<file path="src/rtl/alu_mc_responder_pkg.sv">
// Shared opcodes, FSM encoding and opcode helpers for the multi-cycle ALU responder.
package alu_mc_responder_pkg;

    typedef enum logic [1:0] {
        StIdle = 2'd0,
        StExec = 2'd1,
        StDone = 2'd2
    } alu_fsm_e;

    localparam int unsigned OpAdd = 32'h01;
    localparam int unsigned OpSub = 32'h02;
    localparam int unsigned OpMul = 32'h03;
    localparam int unsigned OpSrl = 32'h04;
    localparam int unsigned OpSll = 32'h05;
    localparam int unsigned OpAnd = 32'h06;
    localparam int unsigned OpOr  = 32'h07;
    localparam int unsigned OpNor = 32'h08;
    localparam int unsigned OpSlt = 32'h09;

    function automatic logic op_is_shift(input int unsigned op);
        return (op == OpSrl) || (op == OpSll);
    endfunction

endpackage

</file>
<file path="src/rtl/alu_mul_iter.sv">
// Iterative shift-add multiplier: one multiplier bit per clock, DATA_WIDTH clocks per product.
module alu_mul_iter #(
    parameter int unsigned DATA_WIDTH = 32
) (
    input  logic                  clk_i,
    input  logic                  rst_i,
    input  logic                  start_i,
    input  logic [DATA_WIDTH-1:0] mcand_i,
    input  logic [DATA_WIDTH-1:0] mplier_i,
    output logic                  busy_o,
    output logic                  done_o,
    output logic [DATA_WIDTH-1:0] product_o
);
    localparam int unsigned CntW = (DATA_WIDTH > 1) ? $clog2(DATA_WIDTH) : 1;

    logic [2*DATA_WIDTH-1:0] acc_q, acc_d, step;
    logic [DATA_WIDTH-1:0]   mcand_q, mcand_d;
    logic [CntW-1:0]         cnt_q, cnt_d;
    logic                    busy_q, busy_d;
    logic [DATA_WIDTH:0]     sum;

    // Upper half accumulates the partial product; lower half shifts the multiplier out.
    always_comb begin
        sum  = {1'b0, acc_q[2*DATA_WIDTH-1:DATA_WIDTH]} + (acc_q[0] ? {1'b0, mcand_q} : '0);
        step = {sum, acc_q[DATA_WIDTH-1:1]};
    end

    always_comb begin
        acc_d   = acc_q;
        mcand_d = mcand_q;
        cnt_d   = cnt_q;
        busy_d  = busy_q;
        if (start_i) begin
            acc_d   = {{DATA_WIDTH{1'b0}}, mplier_i};
            mcand_d = mcand_i;
            cnt_d   = '0;
            busy_d  = 1'b1;
        end else if (busy_q) begin
            acc_d = step;
            cnt_d = cnt_q + 1'b1;
            if (cnt_q == CntW'(DATA_WIDTH - 1)) begin
                busy_d = 1'b0;
            end
        end
    end

    always_ff @(posedge clk_i) begin
        if (rst_i) begin
            acc_q   <= '0;
            mcand_q <= '0;
            cnt_q   <= '0;
            busy_q  <= 1'b0;
        end else begin
            acc_q   <= acc_d;
            mcand_q <= mcand_d;
            cnt_q   <= cnt_d;
            busy_q  <= busy_d;
        end
    end

    assign busy_o    = busy_q;
    // done_o flags the final step; product_o is the value that step produces.
    assign done_o    = busy_q && (cnt_q == CntW'(DATA_WIDTH - 1));
    assign product_o = step[DATA_WIDTH-1:0];

endmodule

</file>
<file path="src/rtl/alu_mc_responder.sv">
// Multi-cycle ALU responder: valid/ready request in, iterative mul/shift, valid/ready response out.
module alu_mc_responder
    import alu_mc_responder_pkg::*;
#(
    parameter int unsigned DATA_WIDTH = 32,
    parameter int unsigned OPRN_WIDTH = 6
) (
    input  logic                  CLK,
    input  logic                  RST,
    input  logic                  req_valid,
    output logic                  req_ready,
    input  logic [DATA_WIDTH-1:0] op1,
    input  logic [DATA_WIDTH-1:0] op2,
    input  logic [OPRN_WIDTH-1:0] oprn,
    output logic                  rsp_valid,
    input  logic                  rsp_ready,
    output logic [DATA_WIDTH-1:0] result,
    output logic                  rsp_err
);
    localparam int unsigned RemW = $clog2(DATA_WIDTH + 1);

    alu_fsm_e              state_q, state_d;
    logic [DATA_WIDTH-1:0] a_q, a_d, b_q, b_d, result_q, result_d;
    logic [OPRN_WIDTH-1:0] oprn_q, oprn_d;
    logic [RemW-1:0]       rem_q, rem_d, rem_init;
    logic                  req_ready_q, req_ready_d;
    logic                  rsp_valid_q, rsp_valid_d;
    logic                  rsp_err_q, rsp_err_d;
    logic                  accept, mul_start, mul_busy, mul_done;
    logic [DATA_WIDTH-1:0] mul_product, shift_next, single_res;
    logic                  single_err;

    assign accept    = (state_q == StIdle) && req_valid && req_ready_q;
    assign mul_start = accept && (oprn == OPRN_WIDTH'(OpMul));
    assign rem_init  = (op2 >= DATA_WIDTH'(DATA_WIDTH)) ? RemW'(DATA_WIDTH) : RemW'(op2);

    alu_mul_iter #(
        .DATA_WIDTH(DATA_WIDTH)
    ) u_mul (
        .clk_i    (CLK),
        .rst_i    (RST),
        .start_i  (mul_start),
        .mcand_i  (op1),
        .mplier_i (op2),
        .busy_o   (mul_busy),
        .done_o   (mul_done),
        .product_o(mul_product)
    );

    assign shift_next = (oprn_q == OPRN_WIDTH'(OpSrl)) ? (a_q >> 1) : (a_q << 1);

    always_comb begin
        single_res = '0;
        single_err = 1'b0;
        case (oprn_q)
            OPRN_WIDTH'(OpAdd): single_res = a_q + b_q;
            OPRN_WIDTH'(OpSub): single_res = a_q - b_q;
            OPRN_WIDTH'(OpAnd): single_res = a_q & b_q;
            OPRN_WIDTH'(OpOr):  single_res = a_q | b_q;
            OPRN_WIDTH'(OpNor): single_res = ~(a_q | b_q);
            OPRN_WIDTH'(OpSlt): single_res = {{(DATA_WIDTH - 1){1'b0}}, (a_q < b_q)};
            default:            single_err = 1'b1;
        endcase
    end

    always_comb begin
        state_d     = state_q;
        a_d         = a_q;
        b_d         = b_q;
        oprn_d      = oprn_q;
        rem_d       = rem_q;
        result_d    = result_q;
        rsp_err_d   = rsp_err_q;
        req_ready_d = req_ready_q;
        rsp_valid_d = rsp_valid_q;
        unique case (state_q)
            StIdle: begin
                if (accept) begin
                    a_d         = op1;
                    b_d         = op2;
                    oprn_d      = oprn;
                    rem_d       = rem_init;
                    req_ready_d = 1'b0;
                    state_d     = StExec;
                end
            end
            StExec: begin
                if (oprn_q == OPRN_WIDTH'(OpMul)) begin
                    if (mul_busy && mul_done) begin
                        result_d    = mul_product;
                        rsp_err_d   = 1'b0;
                        rsp_valid_d = 1'b1;
                        state_d     = StDone;
                    end
                end else if (op_is_shift(32'(oprn_q))) begin
                    // A zero shift amount still spends one clock and returns op1.
                    if (rem_q == '0) begin
                        result_d    = a_q;
                        rsp_err_d   = 1'b0;
                        rsp_valid_d = 1'b1;
                        state_d     = StDone;
                    end else begin
                        a_d   = shift_next;
                        rem_d = rem_q - 1'b1;
                        if (rem_q == RemW'(1)) begin
                            result_d    = shift_next;
                            rsp_err_d   = 1'b0;
                            rsp_valid_d = 1'b1;
                            state_d     = StDone;
                        end
                    end
                end else begin
                    result_d    = single_res;
                    rsp_err_d   = single_err;
                    rsp_valid_d = 1'b1;
                    state_d     = StDone;
                end
            end
            StDone: begin
                if (rsp_ready) begin
                    rsp_valid_d = 1'b0;
                    req_ready_d = 1'b1;
                    state_d     = StIdle;
                end
            end
            default: state_d = StIdle;
        endcase
    end

    always_ff @(posedge CLK) begin
        if (RST) begin
            state_q     <= StIdle;
            a_q         <= '0;
            b_q         <= '0;
            oprn_q      <= '0;
            rem_q       <= '0;
            result_q    <= '0;
            rsp_err_q   <= 1'b0;
            req_ready_q <= 1'b1;
            rsp_valid_q <= 1'b0;
        end else begin
            state_q     <= state_d;
            a_q         <= a_d;
            b_q         <= b_d;
            oprn_q      <= oprn_d;
            rem_q       <= rem_d;
            result_q    <= result_d;
            rsp_err_q   <= rsp_err_d;
            req_ready_q <= req_ready_d;
            rsp_valid_q <= rsp_valid_d;
        end
    end

    assign req_ready = req_ready_q;
    assign rsp_valid = rsp_valid_q;
    assign result    = result_q;
    assign rsp_err   = rsp_err_q;

endmodule

</file>
<file path="config.mk">
export PLATFORM = sky130hd
export DESIGN_NAME = alu_mc_responder
export DESIGN_NICKNAME = d
export VERILOG_FILES = /design/src/rtl/alu_mc_responder_pkg.sv /design/src/rtl/alu_mul_iter.sv /design/src/rtl/alu_mc_responder.sv
export SDC_FILE = /design/constraint.sdc
export NUM_CORES = 1
export LEC_CHECK = 0
export ABC_AREA = 1
export CORE_ASPECT_RATIO = 2
export CORE_MARGIN = 4
export CORE_UTILIZATION = 36
export DETAILED_ROUTE_END_ITERATION = 10
export GPL_ROUTABILITY_DRIVEN = 0
export GPL_TIMING_DRIVEN = 0
export PLACE_DENSITY = 0.54
export SYNTH_ARGS = -nofsm -noshare
export SYNTH_HDL_FRONTEND = slang
export SYNTH_SLANG_ARGS = --single-unit
</file>
<file path="constraint.sdc">
create_clock -name CLK -period 4.1 [get_ports CLK]
set_input_delay 0.41 -clock CLK [delete_from_list [all_inputs] [get_ports CLK]]
set_output_delay 0.41 -clock CLK [all_outputs]
set_load 0.02 [all_outputs]
</file>
==> results of run 1 <==
## area by class of cell
type | instances | area [µm²] | share of cell area, %
Multi-Input combinational cell | 2195 | 11500 | 55.0
Clock inverter | 11 | 158 | 0.757
Tap cell | 649 | 812 | 3.90
Clock buffer | 29 | 627 | 3.01
Sequential cell | 215 | 4300 | 20.7
Timing Repair Buffer | 107 | 1070 | 5.14
Buffer | 136 | 663 | 3.18
Inverter | 461 | 1730 | 8.32
## flip-flops by register name, indices dropped and copies added (netlist names)
signal,count
oprn_q,6
u_mul.mcand_q,32
u_mul.cnt_q,5
u_mul.busy_o,1
result,32
req_ready,1
rem_q,6
b_q,32
rsp_valid,1
state_q,2
a_q,32
u_mul.acc_q,64
rsp_err,1
## power by group
part           switching (mW)  total, mW  internal, mW
registers               0.187       2.42          2.24
logic                    2.61       3.63          1.02
clock network           0.992       2.27          1.28
## path summary, 6_finish.rpt
check                                  endpoint  slack, ns
worst max register to register  u_mul.acc_q[57]       0.26
worst min-delay path            u_mul.acc_q[31]       0.46
worst min register to register   u_mul.acc_q[2]       0.47
worst max-delay path            u_mul.acc_q[57]       0.26
## layer usage
layer | vias to the layer above | share of wire [%] | track usage (%)
met5 | - | 0 | 0
met4 | 0 | 13 | 32.4
met3 | 433 | 4.8 | 3.53
met2 | 993 | 51 | 58.1
met1 | 9514 | 32 | 28.0
li1 | 9992 | - | -
## synthesized netlist by cell type (10+ instances only)
cell type  number  area share (%)
and2_1         12            0.41
dfxtp_1       215              24
o21bai_1       13            0.54
a21oi_1       289             8.0
xor2_1         11            0.53
inv_1         455             9.4
a31oi_1        37             1.3
nor2_1        304             6.3
o21ai_2        14            0.68
buf_6          10            0.62
o211ai_1       15            0.62
nand4_1        43             1.5
clkbuf_1       71             1.5
o21ai_0       240             6.6
o22ai_1        27            0.93
nand3_1       152             4.2
buf_2          43             1.2
nand2_1       741              15
o21ai_1        38             1.0
nor3_1         23            0.63
ha_1          150              10
## stage by stage
step           cells  setup TNS [ns]
2_1_floorplan   3008               0
3_3_place_gp    3764          -0.444
3_5_place_dp    3764          -0.566
4_1_cts         3804               0
5_1_grt         3803               0
6_report        3803               0
## kinds of logic (layout without fill, tap and decap cells)
logic type / count (synthesis) / count (layout) / share of synthesized area (%)
AND/OR/NAND/NOR: 1307 / 1307 / 29.8
AO/OA/AOI/OAI: 717 / 717 / 21.7
buffers and inverters: 598 / 744 / 13.2
flip-flops: 215 / 215 / 23.7
adder cells (fa/ha/maj): 153 / 153 / 10.7
XOR/XNOR: 18 / 18 / 0.868
## worst max-delay path, stage by stage (launching register included)
cell      delay [ns]
dfxtp_1         0.64
clkbuf_2        0.41
nand2_1         0.09
inv_1           0.06
ha_1            0.17
inv_1           0.06
fa_1            0.38
inv_1           0.09
nand3_1         0.07
nand2_1         0.17
a21oi_1         0.26
o21ai_2         0.42
nand2_1         0.13
o211ai_1        0.24
and2_1          0.20
o21ai_0         0.13
nand2_1         0.14
inv_1           0.04
## timing repair
item | CTS | global route
pin swaps | 0 | 0
gates resized for setup | 2 | 1
setup endpoints to repair | 5 | 6
==> results_dict.tcl, run 1 <==
set metrics [dict create \
    finalHoldViolCount 0 \
    cts_buffers 22 \
    synth_edf_count 0 \
    drt-total-wl_mm 89.0 \
    die_height_um 326 \
    required_ns 4.54 \
    synthesis.area_um2 18200 \
    cts.sinks 215 \
    final_layout_size_suffix_gt1_share_pct 4.69 \
    holdPathStages 2 \
    initial_core_util_pct 36.4 \
    synth_ff_type "dfxtp_1" \
    r2r_cells 17 \
    core_um2 49900 \
    detail-route-antenna-nets 0 \
    slew_viol_final 0 \
    synth.distinct_cells 56 \
    cp-startpoint "u_mul.acc_q[0]" \
    setup_viol 0 \
    fin_area_um2 20800 \
    worstPathMaxFanout 10 \
    critPathLaunchType "flip-flop" \
    tightest_slew_ns 1.02 \
    clkLatencyLatePin_ns 0.56 \
    critPathKind "reg2reg" \
    die_w_um 167 \
    grt_antenna_before_repair 0 \
    pre_cts_slack_ns -0.197 \
    vdd.ir_drop.worst_mv 0.256 \
    period_share_pct 93.7 \
    clk_path_buf_depth 3 \
    drc 0 \
    num-fill-cells 5483 \
    hold_class "in2reg" \
    viasPerCell 5.50 \
    avgRoutedWirePerCell_um 23.4 \
    skew_ns 0.0230 \
    pwr_density_cell_nw_per_um2 400 \
    vias 20932 \
    ys_seq_elements 215 \
    firstDrtPassIters 6 \
    grt_overflow 0 \
    antenna-diode-count 0 \
    synth-async-reset-ratio_pct 0 \
    setup_slack_ns 0.258 \
    r2r_start "u_mul.acc_q[0]" \
    status "complete, no violations" \
    p_leak_nw 9.80 \
    layout_common_cells "nand2_1, inv_1, nor2_1" \
    area_growth_syn_to_layout_pct 14.7 \
    finalPower_mw 8.32 \
    syn_inst 3008 \
    hold_start "RST" \
    synth_seq_area_share_pct 23.7 \
    rsz0062_at_grt "no" \
    cts_setup_buffers 0 \
    cts_root_buf "clkbuf_16" \
    fin_crit_ns 3.84 \
    syn-num-nets 3235 \
    final_nets 3365 \
    maxSlewHeadroom_pct 31.2 \
    grt_max_degree 16 \
    layout_commonest_cell "nand2_1" \
    rows 116 \
    grt_pass1_vias 21080 \
    postCtsHoldBufs 0 \
    dr.first_iter.drc_count 1854 \
    grt_pass1_wl_mm 128 \
    numPortBuffers 107 \
    drv_cap 0 \
    die_area_um2 54300 \
    max_freq_mhz 260 \
    fin_util_pct 41.7 \
    h-tree-depth 1 \
    io_pins 109 \
    holdWs_ns 0.459 \
    cp.arrival_ns 4.28 \
    cts.clk_slew.worst_paths_ns 0.07 \
    syn_avg_cell_area_um2 6.04 \
    post-dp-hpwl_mm 74.3 \
    cts_tree "built" \
    endpoint_kind "flip-flop" \
    yosys_warnings 0 \
    place_area_um2 20000 \
    grt_use_total_pct 31.3 \
]
No activity file was read; power rests on OpenSTA's default activity.
==> run 2: changes to the inputs <==
--- a/config.mk
+++ b/config.mk
@@ -9,6 +9,7 @@
 export CORE_ASPECT_RATIO = 2
 export CORE_MARGIN = 4
 export CORE_UTILIZATION = 36
+export CTS_CLUSTER_SIZE = 12
 export DETAILED_ROUTE_END_ITERATION = 10
 export GPL_ROUTABILITY_DRIVEN = 0
 export GPL_TIMING_DRIVEN = 0
==> run 2 against run 1 <==
Net effect:
- via count grew 0.48%
- sequential share of layout area grew 0.11 points
- wire length grew 0.13%
- setup slack gained 0.088 ns
- first-iteration DRC count grew 0.11%
- clock skew grew 0.0031 ns
- highest routed layer unchanged
==> results_dict.tcl, run 2 (synthesized netlist as in run 1, its figures left out) <==
set metrics [dict create \
    clk_path_buf_depth 3 \
    num-fill-cells 5485 \
    hold_class "reg2reg" \
    required_ns 4.58 \
    clkLatencyLatePin_ns 0.54 \
    grt_use_total_pct 31.2 \
    maxSlewHeadroom_pct 26.8 \
    pwr-share-comb_pct 44.7 \
    drt-total-wl_mm 89.1 \
    drc 0 \
    top_register "u_mul.acc_q" \
    avgRoutedWirePerCell_um 23.5 \
    intPower_mw 4.38 \
    cts.clk_slew.worst_paths_ns 0.07 \
    cts.sinks 215 \
    cts_root_buf "clkbuf_16" \
    fin_area_um2 20700 \
    h-tree-depth 1 \
    worstPathMaxFanout 10 \
    layout_commonest_cell "nand2_1" \
    fin_crit_ns 3.75 \
    cp.arrival_ns 4.23 \
    viasPerCell 5.54 \
    finalHoldViolCount 0 \
    holdWs_ns 0.469 \
    vias 21033 \
    firstDrtPassIters 7 \
    status "complete, no violations" \
    detail-route-antenna-nets 0 \
    numPortBuffers 107 \
    io_pins 109 \
    final_layout_size_suffix_gt1_share_pct 4.41 \
    cts_tree "built" \
    pwr-share-seq_pct 29.8 \
    critPathLaunchType "flip-flop" \
    post-dp-hpwl_mm 74.3 \
    period_share_pct 91.6 \
    seqCellArea_um2 4300 \
    skew_ns 0.0261 \
    core_um2 49900 \
    rsz0062_at_grt "no" \
    die_w_um 167 \
    p_sw_mw 3.74 \
    endpoint_kind "flip-flop" \
    setup_viol 0 \
    slew_viol_final 0 \
    layout_common_cells "nand2_1, inv_1, nor2_1" \
    die_height_um 326 \
    p_leak_nw 9.75 \
    dr.first_iter.drc_count 1856 \
    vdd.ir_drop.worst_mv 0.317 \
    die_area_um2 54300 \
    pwr_density_cell_nw_per_um2 392 \
    largest_reg_flops 64 \
    place_area_um2 20000 \
    cts_buffers 23 \
    drv_cap 0 \
    critPathKind "reg2reg" \
    grt_antenna_before_repair 2 \
    area_growth_syn_to_layout_pct 14.1 \
    grt_max_degree 13 \
    grt_overflow 0 \
    multi_input_area_um2 11500 \
    pwr-share-clk_pct 25.5 \
    swShare_pct 46.1 \
    max_freq_mhz 266 \
    grt_pass1_vias 21050 \
    r2r_slack_ns 0.35 \
    rows 116 \
    final_nets 3366 \
    grt_pass1_wl_mm 128 \
    postCtsHoldBufs 0 \
    initial_core_util_pct 36.4 \
    tightest_slew_ns 1.10 \
]
[run 2: final cells by class]
cell class | instances | area share, %
Sequential cell | 215 | 20.8
Inverter | 461 | 8.37
Tap cell | 649 | 3.92
Timing Repair Buffer | 107 | 5.17
Clock inverter | 4 | 0.230
Antenna cell | 1 | 0.0121
Clock buffer | 31 | 3.02
Buffer | 136 | 3.20
Multi-Input combinational cell | 2195 | 55.3
[run 2: final timing paths]
kind,start,end,cells past startpoint
max,u_mul.acc_q[0],u_mul.acc_q[55],15
min,u_mul.acc_q[4],u_mul.acc_q[4],2
max reg2reg,u_mul.acc_q[0],u_mul.acc_q[55],15
min reg2reg,u_mul.acc_q[4],u_mul.acc_q[4],2
[run 2: stage by stage]
step | worst slack [ns] | power (mW) | cells | utilization (%) | setup TNS (ns)
after floorplan | 1.48 | 4.64 | 3008 | - | 0
after global placement | -0.188 | 5.92 | 3764 | 40.1 | -0.444
final | 0.346 | 8.12 | 3799 | 41.5 | 0
after CTS | 0.104 | 8.02 | 3799 | 41.5 | 0
after global routing | 0.153 | 8.49 | 3798 | 41.5 | 0
after detailed placement | -0.197 | 5.96 | 3764 | 40.1 | -0.566
[run 2: power by group through the flow]
stage / clock network (mW) / registers, mW / logic (mW)
floorplan: 0 / 2.43 / 2.21
global placement: 0 / 2.45 / 3.47
finish: 2.07 / 2.42 / 3.63
CTS: 2.09 / 2.41 / 3.52
detailed placement: 0 / 2.46 / 3.50
global route: 2.14 / 2.44 / 3.91
[run 2: critical path, cell delays in order (launching register included)]
cell and delay [ns]:
dfxtp_1 0.59, clkbuf_1 0.43, nand2_1 0.11, inv_1 0.08
ha_1 0.22, nand2_1 0.14, nor2_1 0.12, inv_1 0.07
nor3_1 0.79, nand4_1 0.22, nand3_1 0.35, nand2_1 0.11
nand2_1 0.13, xor2_1 0.16, o21ai_0 0.09, inv_1 0.09
[run 2: what timing repair did]
action / CTS / global route
gates resized for setup: 2 / 1
endpoints found under the setup margin: 5 / 3
setup buffers: 0 / 0
endpoints found under the hold margin: 0 / 0
gates cloned: 0 / 0
[run 2: layer usage]
| metal | global-route usage (%) | vias up | wire length, µm |
|---|---|---|---|
| met1 | 28.0 | 9581 | 28400 |
| met4 | 31.5 | 0 | 11500 |
| li1 | - | 9993 | - |
| met5 | 0 | - | 0 |
| met3 | 3.23 | 456 | 4080 |
| met2 | 58.5 | 1003 | 45100 |
